==> config.mk <==
export PLATFORM = sky130hd
export DESIGN_NAME = hazard_ctrl
export DESIGN_NICKNAME = d
export VERILOG_FILES = /design/src/rtl/hazard_ctrl.sv
export SDC_FILE = /design/constraint.sdc
export NUM_CORES = 1
export LEC_CHECK = 0
export BUFFER_PORTS_ARGS = -buffer_cell sky130_fd_sc_hd__buf_4
export CAP_MARGIN = 20
export CORE_MARGIN = 1.5
export CORE_UTILIZATION = 50
export CTS_CLUSTER_DIAMETER = 80
export DETAILED_ROUTE_END_ITERATION = 12
export MAX_ROUTING_LAYER = met4
export PLACE_DENSITY = 0.74
export RECOVER_POWER = 100
export SYNTH_ARGS = -nofsm -noshare
export SYNTH_HDL_FRONTEND = slang
export SYNTH_SLANG_ARGS = --single-unit
==> constraint.sdc <==
create_clock -name clk -period 5.4 [get_ports clk]
set_clock_uncertainty 0.1 [all_clocks]
set_input_delay 0.81 -clock clk [delete_from_list [all_inputs] [get_ports clk]]
set_output_delay 0.81 -clock clk [all_outputs]
set_load 0.005 [all_outputs]
==> src/rtl/hazard_ctrl.sv <==
// Pipeline hazard and stall controller for the five-stage RV core.
// Resolves every hazard that forwarding cannot: load-use, multi-cycle (div/rem)
// RAW/WAW via a destination scoreboard, outstanding multi-cycle limit, data
// memory wait and taken-branch flush.
//
// Ports:
//   clk, rst            core clock, asynchronous active-high reset
//   id_*                decode-stage instruction: sources, destination, multi-cycle flag
//   ex_*                execute-stage destination, load flag, branch redirect
//   mc_done/mc_rd_addr  multi-cycle unit writeback
//   mem_busy            data memory not ready
//   pc_hold, ifid_hold, ifid_flush, idex_bubble, mem_freeze  pipeline controls
//   mc_pending          scoreboard, bit n set while a multi-cycle write to xn is in flight
//   hazard_state        registered cause of the last stall (debug)
//
// Optional feature: define HAZARD_PERF_EN to add perf_stall_cnt and
// perf_flush_cnt (XLEN-bit saturating cycle counters).
//
// Latency: controls are combinational (0 cycles); scoreboard and state update
// at the clock edge and are visible the following cycle.

`ifndef XLEN
`define XLEN 32
`endif

module hazard_ctrl #(
    parameter int MC_MAX_OUTSTANDING = 2,
    parameter int XLEN               = `XLEN
) (
    input  logic        clk,
    input  logic        rst,
    // decode stage
    input  logic        id_valid,
    input  logic [4:0]  id_rs1_addr,
    input  logic        id_rs1_re,
    input  logic [4:0]  id_rs2_addr,
    input  logic        id_rs2_re,
    input  logic [4:0]  id_rd_addr,
    input  logic        id_rdwe,
    input  logic        id_is_mc,
    // execute stage
    input  logic [4:0]  ex_rd_addr,
    input  logic        ex_rdwe,
    input  logic        ex_is_load,
    input  logic        ex_branch_taken,
    // multi-cycle unit writeback
    input  logic        mc_done,
    input  logic [4:0]  mc_rd_addr,
    // data memory
    input  logic        mem_busy,
    // pipeline controls
    output logic        pc_hold,
    output logic        ifid_hold,
    output logic        ifid_flush,
    output logic        idex_bubble,
    output logic        mem_freeze,
    output logic [31:0] mc_pending,
    output logic [1:0]  hazard_state
`ifdef HAZARD_PERF_EN
    ,
    output logic [XLEN-1:0] perf_stall_cnt,
    output logic [XLEN-1:0] perf_flush_cnt
`endif
);

    // Wide enough for the largest supported limit (4).
    localparam int CNT_W = 3;
    localparam logic [CNT_W-1:0] CNT_MAX = CNT_W'(MC_MAX_OUTSTANDING);

    typedef enum logic [1:0] {
        ST_RUN        = 2'd0,
        ST_MEM_FREEZE = 2'd1,
        ST_LOAD_STALL = 2'd2,
        ST_MC_WAIT    = 2'd3
    } state_t;

    state_t             state_q;
    state_t             state_nxt;
    logic [31:0]        pending_q;
    logic [31:0]        pending_nxt;
    logic [CNT_W-1:0]   count_q;
    logic [CNT_W-1:0]   count_nxt;

    // ------------------------------------------------------------------
    // Hazard detection
    // ------------------------------------------------------------------
    logic use1;
    logic use2;
    logic load_use;
    logic sb_haz;
    logic mc_full;
    logic stall;

    assign use1 = id_valid & id_rs1_re & (id_rs1_addr != 5'd0);
    assign use2 = id_valid & id_rs2_re & (id_rs2_addr != 5'd0);

    assign load_use = ex_is_load & ex_rdwe & (ex_rd_addr != 5'd0) &
                      ((use1 & (id_rs1_addr == ex_rd_addr)) |
                       (use2 & (id_rs2_addr == ex_rd_addr)));

    // RAW on either source, or WAW on the destination, against an in-flight
    // multi-cycle result.
    assign sb_haz = (use1 & pending_q[id_rs1_addr]) |
                    (use2 & pending_q[id_rs2_addr]) |
                    (id_valid & id_rdwe & (id_rd_addr != 5'd0) & pending_q[id_rd_addr]);

    assign mc_full = id_valid & id_is_mc & (count_q == CNT_MAX);

    assign stall = load_use | sb_haz | mc_full;

    // ------------------------------------------------------------------
    // Control outputs and next state (priority: mem_busy, branch, stall)
    // ------------------------------------------------------------------
    always_comb begin
        pc_hold     = 1'b0;
        ifid_hold   = 1'b0;
        ifid_flush  = 1'b0;
        idex_bubble = 1'b0;
        mem_freeze  = 1'b0;
        state_nxt   = ST_RUN;

        if (mem_busy) begin
            // Whole pipe frozen; a taken branch in EX simply waits in place.
            pc_hold    = 1'b1;
            ifid_hold  = 1'b1;
            mem_freeze = 1'b1;
            state_nxt  = ST_MEM_FREEZE;
        end else if (ex_branch_taken) begin
            // Decode holds a wrong-path instruction, so its stalls are moot.
            ifid_flush  = 1'b1;
            idex_bubble = 1'b1;
            state_nxt   = ST_RUN;
        end else if (stall) begin
            pc_hold     = 1'b1;
            ifid_hold   = 1'b1;
            idex_bubble = 1'b1;
            state_nxt   = (sb_haz | mc_full) ? ST_MC_WAIT : ST_LOAD_STALL;
        end

        // Controls must be quiet while reset is held, regardless of inputs.
        if (rst) begin
            pc_hold     = 1'b0;
            ifid_hold   = 1'b0;
            ifid_flush  = 1'b0;
            idex_bubble = 1'b0;
            mem_freeze  = 1'b0;
        end
    end

    always_ff @(posedge clk or posedge rst) begin
        if (rst) begin
            state_q <= ST_RUN;
        end else begin
            state_q <= state_nxt;
        end
    end

    assign hazard_state = state_q;

    // ------------------------------------------------------------------
    // Scoreboard of in-flight multi-cycle destinations
    // ------------------------------------------------------------------
    logic issue;
    logic issue_mc;
    logic done_dec;

    assign issue    = id_valid & ~pc_hold & ~ifid_flush;
    assign issue_mc = issue & id_is_mc & id_rdwe & (id_rd_addr != 5'd0);
    // A stray completion with nothing outstanding must not wrap the count.
    assign done_dec = mc_done & (count_q != '0);

    always_comb begin
        pending_nxt = pending_q;
        // Clear first so a same-cycle set of the same register wins.
        if (mc_done) begin
            pending_nxt[mc_rd_addr] = 1'b0;
        end
        if (issue_mc) begin
            pending_nxt[id_rd_addr] = 1'b1;
        end
        pending_nxt[0] = 1'b0;
    end

    always_comb begin
        count_nxt = count_q;
        if (issue_mc && mc_done) begin
            count_nxt = count_q;
        end else if (issue_mc) begin
            count_nxt = count_q + CNT_W'(1);
        end else if (done_dec) begin
            count_nxt = count_q - CNT_W'(1);
        end
    end

    always_ff @(posedge clk or posedge rst) begin
        if (rst) begin
            pending_q <= '0;
            count_q   <= '0;
        end else begin
            pending_q <= pending_nxt;
            count_q   <= count_nxt;
        end
    end

    assign mc_pending = pending_q;

`ifdef HAZARD_PERF_EN
    // ------------------------------------------------------------------
    // Saturating performance counters
    // ------------------------------------------------------------------
    always_ff @(posedge clk or posedge rst) begin
        if (rst) begin
            perf_stall_cnt <= '0;
            perf_flush_cnt <= '0;
        end else begin
            if (pc_hold && (perf_stall_cnt != {XLEN{1'b1}})) begin
                perf_stall_cnt <= perf_stall_cnt + XLEN'(1);
            end
            if (ifid_flush && (perf_flush_cnt != {XLEN{1'b1}})) begin
                perf_flush_cnt <= perf_flush_cnt + XLEN'(1);
            end
        end
    end
`endif

endmodule
# Word-level counts from Yosys, hierarchy flattened
# Cells that the tools add are included.
# W data, S select, Z words.
[totals]
out_inout_bits = 39
elab_cells = 88
register_bits = 36
in_bits = 37
[op_classes]
mux = 30
reduce_logical = 10
add_sub_neg = 2
eq_ne = 3
bitwise_logic = 34
order_cmp = 6
[op_table]
columns = ["cell", "n"]
rows = [
  ["$mux W32", 2],
  ["$and A32 B32 Y32", 1],
  ["$not A32 Y32", 1],
  ["$or A32 B32 Y32", 1],
  ["$lt A5 B6 Y1 const B", 4],
  ["$and A1 B1 Y1", 22],
  ["$reduce_bool A5 Y1", 4],
  ["$mux W1", 18],
  ["$bmux W1 S5", 3],
  ["$demux W1 S5", 2],
  ["$eq A5 B5 Y1", 2],
  ["$ge A5 B1 Y1 const B", 2],
  ["$mux W2", 3],
  ["$mux W3", 2],
  ["$or A1 B1 Y1", 6],
  ["$add A3 B1 Y3 const B", 1],
  ["$eq A3 B2 Y1 const B", 1],
  ["$logic_and A1 B1 Y1", 3],
  ["$not A1 Y1", 3],
  ["$reduce_bool A3 Y1", 1],
  ["$sub A3 B1 Y3 const B", 1],
  ["$reduce_and A2 Y1", 1],
  ["$reduce_bool A2 Y1", 1],
]

# Depth between registers and ports, before layout
[logic_depth]
ltp_word = 20
depth_mapped = 15
ltp_nobuf = 12

# Least setup slack after synthesis
# Ideal clock, no wire load.
[synth_timing]
kind = "in2reg"
startpoint = "input port id_rs2_addr[1]"
endpoint = "register count_q[1]"
cell_stages = 15
path_buffers = 3
setup_time_ns = 0.082
slack_ns = 1.266
t_required_ns = 5.218
arrival_ns = 3.952
cell_sequence = "buf_1 > mux4_1 > mux2_2 > nor3b_2 > a21oi_1 > a211oi_2 > a41oi_1 > or3b_1 > buf_6 > clkbuf_1 > inv_1 > fa_1 > a21oi_1 > mux2i_1 > a31oi_1"
[synth_between]
elab_chain_len = 20
word_cells_on_any_way = 28
classes_between = "1 x eq/ne; 7 x mux; 16 x bitwise; 4 x reduce/logical"
[synth_rtl]
columns = ["item", "line", "source"]
rows = [
  ["start, declared", "36", "input logic [4:0] id_rs2_addr,"],
  ["$bmux W1 S5 / $reduce_bool A5 Y1 (equally long branches)", "104, 95", ""],
  ["$mux W1 (not written as such) / $and A1 B1 Y1 (equally long branches)", "104, 95", ""],
  ["$and A1 B1 Y1 (on tied branches)", "104, 99", ""],
  ["$or A1 B1 Y1 (on tied branches)", "103, 98", ""],
  ["$or A1 B1 Y1 / $and A1 B1 Y1 (equally long branches)", "104, 97", ""],
  ["$or A1 B1 Y1 (*) (2 in a row)", "109", "assign stall = load_use | sb_haz | mc_full;"],
  ["$mux W1 (*)", "133", "end else if (stall) begin"],
  ["$mux W1 (*)", "128", "end else if (ex_branch_taken) begin"],
  ["$mux W1 (*)", "122", "if (mem_busy) begin"],
  ["$mux W1 (*)", "141", "if (rst) begin"],
  ["$not A1 Y1 (*)", "167", "assign issue = id_valid & ~pc_hold & ~ifid_flush;"],
  ["$and A1 B1 Y1 (*) (2 in a row)", "167", ""],
  ["$and A1 B1 Y1 (*) (3 in a row)", "168", "assign issue_mc = issue & id_is_mc & id_rdwe & (id_rd_addr != 5'd0);"],
  ["$logic_and A1 B1 Y1", "186", "if (issue_mc && mc_done) begin"],
  ["$not A1 Y1 (no source line)", "n/a", ""],
  ["$reduce_and A2 Y1 (no source line)", "n/a", ""],
  ["end signal, assigned", "201", "count_q <= count_nxt;"],
  ["end, declared", "81", "logic [CNT_W-1:0] count_q;"],
]
# Mark *: on every way between the ends. The rest lies on a longest branch, timed or not. The select of a mux whose other input is x is not followed.
# A chain may end at the register's enable or synchronous reset.

# Final worst setup path
[layout_timing]
startpoint = "input port id_rs2_addr[0]"
endpoint = "register count_q[1]"
# Same word-level chain as after synthesis.

==> flow_metrics.env <==
export IMPL_clkSlewWorstSetupHoldPaths_ns=0.07
export IMPL_antenna_found_initial=0
export IMPL_multi_input_area_sq_um=1690
export IMPL_die_y_microns=77.3
export IMPL_post_drt_via_cell_ratio=6.35
export IMPL_synth_largest_area_cell="dfrtp_1"
export IMPL_p_seq_share_pct=40.8
export IMPL_cts_buffer_depth=2
export IMPL_tns_ns=0
export IMPL_syn_area_sq_um=2760
export IMPL_grt_pass1_wl_mm=12.8
export IMPL_power_leakage_nw=1.47
export IMPL_core_sq_um=5200
export IMPL_synth_common_cells="o21ai_0, dfrtp_1, mux2i_1"
export IMPL_globalplace_congestion=0.934
export IMPL_place_ws_ns=0.819
export IMPL_max_cap_violations=0
export IMPL_synth_seq_cells=36
export IMPL_yosys_warnings=0
export IMPL_synthTopCellsByArea="dfrtp_1, mux2i_1, o21ai_0, mux4_2, o31ai_1"
export IMPL_crit_fanout=26
export IMPL_power_internal_mw=0.568
export IMPL_hold_depth=2
export IMPL_grt_pass1_vias=2443
export IMPL_finalSetupViolCount=0
export IMPL_synth_async_sr_flop_share_pct=100
export IMPL_post_cts_resized=0
export IMPL_dr_pass1_iters=5
export IMPL_power_density_nw_per_um2=251
export IMPL_dieArea_sq_um=5970
export IMPL_fillCellCount=474
export IMPL_synth_distinct_cells=47
export IMPL_port_buffers=74
export IMPL_synth_top_area_share_pct=32.7
export IMPL_n_antenna_cell=0
export IMPL_cp_arrival_ns=4.51
export IMPL_period_share_pct=81.3
export IMPL_synthCells=281
export IMPL_p_sw_mw=0.279
export IMPL_hold_buffers=0
export IMPL_ant_nets=0
export IMPL_final_max_slew_viol_count=0
export IMPL_synth_ff_type="dfrtp_1"
export IMPL_swShare_pct=32.9
export IMPL_remaining_drc_errors=0
export IMPL_path_class="in -> reg"
export IMPL_cts_sinks=36
export IMPL_period_needed_ns=4.39
export IMPL_status="finished clean"
export IMPL_critical_path_required_ns=5.51
export IMPL_hpwl_mm=6.02
export IMPL_cts_buffers=5
export IMPL_synth_nets=319
export IMPL_grt_max_degree=27
export IMPL_start_util_pct=53.0
export IMPL_cts_setup_buffers=0
export IMPL_yosysMostFrequentCell="o21ai_0"
export IMPL_synth_edf_count=0
export IMPL_pwr_share_clk_pct=28.7
export IMPL_slowest_stage="or3b_1"
export IMPL_rows=26
export IMPL_io_pins=76
export IMPL_wl_mm=8.14
export IMPL_fin_ws_ns=1.01
export IMPL_comb_power_share_pct=30.5
export IMPL_layout_nets=382
export IMPL_relSlewSlack_pct=8.09
export IMPL_min_path_type="reg -> reg"
export IMPL_max_freq_mhz=228
export IMPL_rsz0062_at_grt="false"
export IMPL_worstPathCellList="buf_4 > mux4_1 > nor2b_1 > nor4b_1 > a311oi_1 > a211oi_1 > a41oi_1 > or3b_1 > inv_1 > fa_1 > a21oi_1 > mux2i_1 > a31oi_1"
export IMPL_seqCellArea_sq_um=901
export IMPL_synth_avg_cell_area_sq_um=9.81
export IMPL_root_buffer="clkbuf_8"
export IMPL_cts_tree="built"
export IMPL_post_drt_wl_per_cell_microns=19.6
export IMPL_drive_gt1_share_pct=27.8
export IMPL_clk_latency_ns=0.29
export IMPL_yosysSeqAreaShare_pct=32.7
export IMPL_reg2reg_depth=12
export IMPL_grt_overflow_total=0
export IMPL_cts_max_level=2
export IMPL_drt_iter0_drc=215
export IMPL_die_w_microns=77.3
export IMPL_hold_violations=0
export IMPL_worstSetupEndpointType="flop"
export IMPL_cp_slowest_stage_delay_ns=0.78
export IMPL_grt_util_all_layers_pct=28.5
export IMPL_startpoint_type="primary input"
export IMPL_vias=2637
export IMPL_syn2layout_area_growth_pct=22.3
export IMPL_tightest_slew_ns=1.38
export IMPL_ir_drop_mv=0.242
sequential cells by signal, summed over array words and instances, names as in the netlist:
register,count
mc_pending,31
hazard_state,2
count_q,3
power by group through the flow:
stage               clock, mW  combinational (mW)  sequential (mW)
floorplan                   0               0.163            0.338
global placement            0               0.253            0.349
detailed placement          0               0.262            0.350
CTS                     0.244               0.263            0.345
global route            0.258               0.284            0.351
finish                  0.243               0.258            0.345
worst paths after layout:
check,startpoint,slack (ns),end
min reg2reg,mc_pending[6],0.50,mc_pending[6]
max,id_rs2_addr[0],1.01,count_q[1]
max in group asynchronous,rst,3.06,mc_pending[17]
max reg2reg,mc_pending[9],1.31,count_q[1]
min in group asynchronous,rst,0.52,mc_pending[11]
min,mc_pending[6],0.50,mc_pending[6]
metal layers:
layer | global-route usage [%] | vias up | share of wire [%] | wire length, microns
li1 | - | 1209 | - | -
met1 | 38.3 | 1277 | 43 | 3510
met2 | 43.5 | 134 | 47 | 3810
met3 | 5.71 | 17 | 7.8 | 636
met4 | 9.09 | 0 | 2.3 | 189
met5 | - | - | 0 | 0
cell usage in the layout (no fill, tap or decap), types with 3 or more instances in the layout:
cell type	n
mux4_1	4
inv_1	8
nor2_1	9
or3_1	3
or3b_2	3
o22ai_1	10
xnor2_1	5
nand2_1	10
clkbuf_1	3
o21ai_0	50
nand3_1	9
xor2_1	6
nor3_1	7
nand2b_1	3
mux2i_1	29
nand3b_1	8
clkbuf_4	36
or3b_1	4
buf_4	36
dfrtp_1	36
o31ai_1	16
mux4_2	9
a21oi_1	7
clkbuf_8	5
worst max-delay path: cells and delay by family:
family	cells	cell delay (ns)
buf+inv	2	0.35
compound gates	5	0.98
simple gates	3	1.22
mux	2	0.69
fa+ha+maj	1	0.45
final cells by class:
type / instances / share of cell area [%]
Inverter: 8 / 0.891
Clock inverter: 3 / 1.37
Multi-Input combinational cell: 218 / 50.0
Clock buffer: 5 / 2.04
Timing Repair Buffer: 75 / 16.4
Tap cell: 70 / 2.60
Sequential cell: 36 / 26.7
cell families after synthesis:
family,after synthesis,synth area share (%)
compound gates,94,21.4
xor+xnor,11,3.50
fa+ha+maj,1,0.726
buf+inv,27,4.86
flops,36,32.7
mux,44,22.5
other cells,1,0.136
simple gates,67,14.2
metrics by stage:
| step | instance area (sq um) | hold slack (ns) | std cells | util, % | total power, mW |
|---|---|---|---|---|---|
| after floorplan | 2760 | 0.446 | 281 | - | 0.501 |
| final | 3370 | 0.504 | 415 | 64.8 | 0.847 |
| after global placement | 3300 | 0.484 | 407 | 63.5 | 0.602 |
| after global routing | 3370 | 0.537 | 415 | 64.8 | 0.893 |
| after CTS | 3420 | 0.467 | 415 | 65.7 | 0.852 |
| after detailed placement | 3300 | 0.479 | 407 | 63.5 | 0.612 |
(Power assumes the default switching activity.)
